File: config.mk
export PLATFORM = sky130hd
export DESIGN_NAME = spike_rate_decoder
export DESIGN_NICKNAME = d
export VERILOG_FILES = /design/src/rtl/spike_rate_decoder.sv
export SDC_FILE = /design/constraint.sdc
export NUM_CORES = 1
export LEC_CHECK = 0
export BUFFER_PORTS_ARGS = -buffer_cell sky130_fd_sc_hd__buf_2
export CORE_ASPECT_RATIO = 0.5
export CORE_MARGIN = 3
export CORE_UTILIZATION = 50
export CTS_CLUSTER_DIAMETER = 100
export CTS_CLUSTER_SIZE = 8
export DETAILED_ROUTE_END_ITERATION = 8
export HOLD_SLACK_MARGIN = 0.15
export PLACE_DENSITY_LB_ADDON = 0.15
export SYNTH_ARGS = -nofsm -noshare
export SYNTH_HDL_FRONTEND = slang
export SYNTH_SLANG_ARGS = --single-unit
File: constraint.sdc
create_clock -name clk -period 5 [get_ports clk]
set_clock_uncertainty 0.05 [all_clocks]
set_input_delay 0.25 -clock clk [delete_from_list [all_inputs] [get_ports clk]]
set_output_delay 0.25 -clock clk [all_outputs]
set_load 0.02 [all_outputs]
File: src/rtl/spike_rate_decoder.sv
// spike_rate_decoder
// Turns the output neuron's spike line into a stream of firing-rate samples.
// Spikes are counted over a programmable window of clock cycles. At the end of
// each window the saturated count, the peak membrane state and an overflow
// flag are published together with a one-cycle valid strobe. While en stays
// high, windows follow each other back-to-back with no gap cycle.
//
// Ports
//   clk         clock, rising edge
//   rst_n       synchronous active-low reset
//   en          high starts/continues windows, low aborts a window in progress
//   window_len  window length in cycles, 0 means 2^WINDOW_W; sampled at window start
//   spike_in    output-neuron spike
//   state_in    output-neuron membrane state, unsigned
//   rate_out    spike count of the last completed window (saturating)
//   peak_out    maximum state_in seen in the last completed window
//   overflow    count saturated in the last completed window
//   rate_valid  one-cycle strobe when the three result outputs update
//   busy        a window is in progress
//
// state | meaning
// IDLE  | no window running, waiting for en
// COUNT | sampling spike_in/state_in, remaining_q edges left in the window
module spike_rate_decoder #(
   parameter int WINDOW_W = 8,
   parameter int CNT_W    = 8
) (
   input  logic                clk,
   input  logic                rst_n,
   input  logic                en,
   input  logic [WINDOW_W-1:0] window_len,
   input  logic                spike_in,
   input  logic [7:0]          state_in,
   output logic [CNT_W-1:0]    rate_out,
   output logic [7:0]          peak_out,
   output logic                overflow,
   output logic                rate_valid,
   output logic                busy
);

   typedef enum logic {
      IDLE  = 1'b0,
      COUNT = 1'b1
   } state_t;

   state_t              state_q, state_d;
   logic [WINDOW_W:0]   remaining_q, remaining_d;
   logic [CNT_W-1:0]    cnt_q, cnt_d;
   logic [7:0]          peak_q, peak_d;
   logic                sat_q, sat_d;
   logic [CNT_W-1:0]    rate_out_q, rate_out_d;
   logic [7:0]          peak_out_q, peak_out_d;
   logic                overflow_q, overflow_d;
   logic                rate_valid_q, rate_valid_d;

   logic [WINDOW_W:0]   win_n;
   logic [CNT_W-1:0]    cnt_upd;
   logic                sat_upd;
   logic [7:0]          peak_upd;
   logic                last_edge;

   // Values the accumulators take if the current edge is a sample edge.
   always_comb begin
      win_n = {1'b0, window_len};
      if (window_len == '0) begin
         win_n = {1'b1, {WINDOW_W{1'b0}}};
      end

      cnt_upd = cnt_q;
      sat_upd = sat_q;
      if (spike_in) begin
         if (&cnt_q) begin
            sat_upd = 1'b1;
         end else begin
            cnt_upd = cnt_q + CNT_W'(1);
         end
      end

      peak_upd  = (state_in > peak_q) ? state_in : peak_q;
      last_edge = (remaining_q == (WINDOW_W+1)'(1));
   end

   always_comb begin
      state_d      = state_q;
      remaining_d  = remaining_q;
      cnt_d        = cnt_q;
      peak_d       = peak_q;
      sat_d        = sat_q;
      rate_out_d   = rate_out_q;
      peak_out_d   = peak_out_q;
      overflow_d   = overflow_q;
      rate_valid_d = 1'b0;

      case (state_q)
         IDLE: begin
            if (en) begin
               state_d     = COUNT;
               remaining_d = win_n;
               cnt_d       = '0;
               peak_d      = '0;
               sat_d       = 1'b0;
            end
         end
         COUNT: begin
            if (last_edge) begin
               // The final sample completes the window even if en has dropped.
               rate_out_d   = cnt_upd;
               peak_out_d   = peak_upd;
               overflow_d   = sat_upd;
               rate_valid_d = 1'b1;
               cnt_d        = '0;
               peak_d       = '0;
               sat_d        = 1'b0;
               if (en) begin
                  remaining_d = win_n;
               end else begin
                  state_d     = IDLE;
                  remaining_d = '0;
               end
            end else if (en) begin
               cnt_d       = cnt_upd;
               peak_d      = peak_upd;
               sat_d       = sat_upd;
               remaining_d = remaining_q - (WINDOW_W+1)'(1);
            end else begin
               state_d     = IDLE;
               remaining_d = '0;
               cnt_d       = '0;
               peak_d      = '0;
               sat_d       = 1'b0;
            end
         end
         default: begin
            state_d = IDLE;
         end
      endcase
   end

   always_ff @(posedge clk) begin
      if (!rst_n) begin
         state_q      <= IDLE;
         remaining_q  <= '0;
         cnt_q        <= '0;
         peak_q       <= '0;
         sat_q        <= 1'b0;
         rate_out_q   <= '0;
         peak_out_q   <= '0;
         overflow_q   <= 1'b0;
         rate_valid_q <= 1'b0;
      end else begin
         state_q      <= state_d;
         remaining_q  <= remaining_d;
         cnt_q        <= cnt_d;
         peak_q       <= peak_d;
         sat_q        <= sat_d;
         rate_out_q   <= rate_out_d;
         peak_out_q   <= peak_out_d;
         overflow_q   <= overflow_d;
         rate_valid_q <= rate_valid_d;
      end
   end

   assign rate_out   = rate_out_q;
   assign peak_out   = peak_out_q;
   assign overflow   = overflow_q;
   assign rate_valid = rate_valid_q;
   assign busy       = (state_q == COUNT);

endmodule

-- Word-level counts from Yosys, hierarchy flattened
Index checks and enable logic that the tools add are counted.
- add/sub/neg operators: 2
- magnitude comparators: 1
- equality and inequality tests: 2
- muxes and demuxes: 24
- bitwise gates (word level): 1
- reduce and logical (&&, ||, !) cells: 4
- operators with widths (kind ; count):
    8-bit 2-to-1 mux ; 8
    9-bit 2-to-1 mux ; 5
    8-bit one-hot mux with 2 select lines ; 2
    9-bit one-hot mux with 2 select lines ; 1
    9-bit by 1-bit == test with 1-bit output, second input constant ; 1
    9-bit by 1-bit subtractor with 9-bit output, second input constant ; 1
    8-bit by 1-bit adder with 8-bit output, second input constant ; 1
    8-bit greater-than comparator ; 1
    8-bit logical NOT ; 1
    8-bit AND reduction ; 1
    1-bit 2-to-1 mux ; 7
    2-bit AND reduction ; 2
    2-bit != test, second input constant ; 1
    1-bit one-hot mux with 2 select lines ; 1
    1-bit NOT ; 1
- register bits: 45
- input bits: 20
- output and inout bits: 19
- word-level logic and storage cells: 43

-- Logic depth before layout (Yosys ltp)
- depth in word-level cells: 6
- gate-level depth with buffers: 9
- depth with buffers taken out: 7

-- Worst setup path after synthesis
OpenSTA, ideal clock, no wires.
- kind: register to register
- start: register peak_q[1]
- end: register peak_q[0]
- library setup time: 0.117 ns
- data arrival time: 2.095 ns
- data required time: 4.833 ns
- slack: 2.738 ns
- cell stages (with the launch flop): 8
- buffers on the path: 0
- period minus slack after synthesis: 2.262 ns
- cells stage by stage: dfxtp_1 -> inv_1 -> ha_1 -> nor2b_1 -> o211a_1 -> o21ai_0 -> nand2_1 -> a32o_1
- longest elaborated chain between the ends: 5
- ends and longest elaborated chain (item ; line ; text):
    start: declaration ; 49 ; logic [7:0] peak_q, peak_d;
    start signal: assignment ; 154 ; peak_q <= peak_d;
    8-bit greater-than comparator ; 79 ; peak_upd = (state_in > peak_q) ? state_in : peak_q;
    8-bit 2-to-1 mux ; 79 ;
    8-bit 2-to-1 mux ; 120 ; end else if (en) begin
    8-bit 2-to-1 mux ; 105 ; if (last_edge) begin
    8-bit one-hot mux with 2 select lines ; 94 ; case (state_q)
No other way between the ends.
A chain may end at the register's enable or synchronous reset.

-- Worst setup path after layout
- start: register remaining_q[0]
- end: register rate_out_q[3] (netlist: rate_out[3])
- longest elaborated chain between the ends: 2
- ends and longest elaborated chain (item ; line ; text):
    start: declaration ; 47 ; logic [WINDOW_W:0] remaining_q, remaining_d;
    start signal: assignment ; 152 ; remaining_q <= remaining_d;
    9-bit by 1-bit == test with 1-bit output ; 80 ; last_edge = (remaining_q == (WINDOW_W+1)'(1));
    2-bit AND reduction (no source line) ; -- ;
    end signal: assignment ; 156 ; rate_out_q <= rate_out_d;
    end: declaration ; 51 ; logic [CNT_W-1:0] rate_out_q, rate_out_d;
No other way between the ends.

==> results.yml <==
clock_network:
  cts.sinks: 45
  cts_buffer_depth: 2
  htreeDepth: 2
  ctsResizeCount: 0
  clk_latency_ns: 0.30
  postCtsHoldBufs: 0
  post_cts_buffers: 0
  clk_pin_slew_ns: 0.08
  cts-root-buf: "clkbuf_8"
  cts_buffers: 5
  cts_tree: "built"
timing:
  finalCritPeriodShare_pct: 55.3
  fmax_mhz: 362
  slew_headroom_pct: 19.6
  period_needed_ns: 2.76
  rsz0062_at_grt: "no"
  tightest_slew_ns: 1.20
  timing.setup.tns_ns: 0
  setup_viol: 0
  final_max_slew_viol_count: 0
  final-hold-violation-count: 0
cells_and_area:
  nets: 353
  mostFrequentLayoutCells: "dfxtp_1, buf_2, o21ai_0"
  n_antenna_cell: 0
  drive_gt1_share_pct: 17.4
  postLayoutCellArea_sq_mm: 0.00270
  syn2layout_area_growth_pct: 12.3
  multi_input_area_sq_mm: 0.00136
  register_area_sq_um: 901
  fillerInstances: 417
  final_common_cell: "dfxtp_1"
drt:
  via_per_inst: 5.94
  wl_met3_microns: 393
  dr.first_iter.drc_count: 189
  top_layer_used: "met4"
  via_count: 2304
  wl_microns: 5840
  met1_length_microns: 2790
  routedWlPerCell_microns: 15.1
  drc: 0
  dr_wl_met2_microns: 2610
  detail_route.first_pass.iterations: 4
  antenna_left: 0
place:
  place_hpwl_microns: 4120
  portBuffers: 38
  place_congestion: 0.849
  placed_area_sq_mm: 0.00260
setup_path:
  reg2regPathDepth: 5
  cp_num_buf_inv: 0
  critPathMaxStageDelay_ns: 0.93
  arrival_ns: 2.94
  path_cells: "ha_1 > or3b_2 > nor4_4 > o211ai_1 > a21oi_1"
  cp_max_fo: 27
  critical_path_required_ns: 5.18
  cp_slowest_cell: "nor4_4"
  path_depth: 5
  worst_setup_path_start_kind: "flop"
  endpoint_kind: "flop"
  critical_path.top_delay_family: "simple AND/OR/NAND/NOR gates"
  critPathKind: "flop to flop"
global_route:
  grt_first_pass_wirelength_microns: 9560
  antenna_found_initial: 0
  grt_pass1_vias: 2022
  overflow: 0
  grt_max_degree: 28
  grt.total_usage_pct: 20.9
synth:
  synth_compound_area_share_pct: 26.6
  synthAdderAreaFrac_pct: 5.71
  ys_seq_area_share_pct: 37.4
  synth.distinct_cells: 52
  ys_ff_latch: 45
  synth_nets: 322
  synth.avg_cell_area_sq_um: 8.28
  synth_xor_area_share_pct: 1.09
  synth_flop_cell: "dfxtp_1"
  syn-cell-area_sq_mm: 0.00241
  netlist_instances: 291
  synth_top_family_by_area: "compound AO/OA/AOI/OAI gates"
  synth_mux_area_share_pct: 1.71
  async_reset_ff_share_pct: 0
  ys_warn_count: 0
  synth-simple-area-share_pct: 21.5
  synth-edff-count: 0
worst_hold_path:
  hp-class: "input pin to flop"
  holdPathStages: 2
floorplanning:
  die_h_microns: 55.1
  core_area_sq_mm: 0.00451
  fp.dieW_microns: 104
  placementRows: 17
  io_pins: 39
  die_area_sq_mm: 0.00574
  initial_core_util_pct: 53.4
power:
  ir_worst_vdd_uv: 127
  powerDensity_mw_per_mm2: 277
  power_leakage_nw: 1.07
flow_run:
  drv_cap: 0
run_status:
  outcome: "completed"
-- worst register-to-register path, cell delays in order, from the launching register on --
cell	delay [ns]
dfxtp_1	0.47
ha_1	0.21
or3b_2	0.56
nor4_4	0.93
o211ai_1	0.24
a21oi_1	0.23
-- cells by family after synthesis --
group,count (synthesis)
AND/OR/NAND/NOR,99
AO/OA/AOI/OAI,98
flip-flops,45
buffers and inverters,31
adder cells (fa/ha/maj),11
multiplexers,4
XOR/XNOR,3
-- sequential cells by signal, indices dropped and copies added (netlist names) --
| register | flops |
|---|---|
| remaining_q | 9 |
| peak_q | 8 |
| rate_valid | 1 |
| overflow | 1 |
| peak_out | 8 |
| busy | 1 |
| sat_q | 1 |
| cnt_q | 8 |
| rate_out | 8 |
-- worst paths after layout --
check                              start                  endpoint  slack (ns)
max          remaining_q[0]$_SDFFE_PN0P_  rate_out[3]$_SDFFE_PN0P_        2.24
min                          state_in[0]    peak_q[0]$_SDFFE_PN0P_        0.17
max reg2reg  remaining_q[0]$_SDFFE_PN0P_  rate_out[3]$_SDFFE_PN0P_        2.24
min reg2reg     rate_out[6]$_SDFFE_PN0P_  rate_out[6]$_SDFFE_PN0P_        0.41
-- synthesized netlist by cell type (all sizes together), types with 5 or more instances --
library cell	instances	share of area (%)
a21oi	22	4.6
nand2	26	4.1
inv	17	2.6
clkbuf	8	1.2
buf	6	2.1
nor2	21	3.5
nor4	6	2.2
dfxtp	45	37
ha	11	5.7
o21ai	30	6.2
nand3	14	2.9
nor3	9	2.1
a31oi	12	3.1
o22ai	5	1.3
a32o	8	3.3
-- routing by layer --
| metal | vias to the layer above | global-route usage (%) |
|---|---|---|
| li1 | 1140 | - |
| met1 | 1099 | 27.0 |
| met2 | 57 | 35.9 |
| met3 | 8 | 5.68 |
| met4 | 0 | 5.30 |
| met5 | - | 0 |
-- cell type report --
class | count | area share [%]
Sequential cell | 45 | 33.3
Multi-Input combinational cell | 215 | 50.4
Clock buffer | 5 | 2.55
Tap cell | 66 | 3.05
Inverter | 17 | 2.36
Timing Repair Buffer | 38 | 7.03
Clock inverter | 2 | 1.30
-- metrics by stage --
step	hold WS (ns)	cells	total power (W)	worst slack, ns	utilization, %
5_1_grt	0.181	388	0.000780	2.01	60.0
3_5_place_dp	0.397	381	0.000486	2.26	57.7
4_1_cts	0.166	388	0.000753	2.22	60.0
3_3_place_gp	0.393	381	0.000484	2.33	57.7
6_report	0.166	388	0.000749	2.24	60.0
2_1_floorplan	0.354	291	0.000459	2.74	-
-- where the power goes --
part           internal (W)  total, W  switching (W)
clock              0.000145  0.000271       0.000125
combinational     0.0000362  0.000101      0.0000646
sequential         0.000367  0.000378      0.0000111
Power figures use the tool's default switching activity.
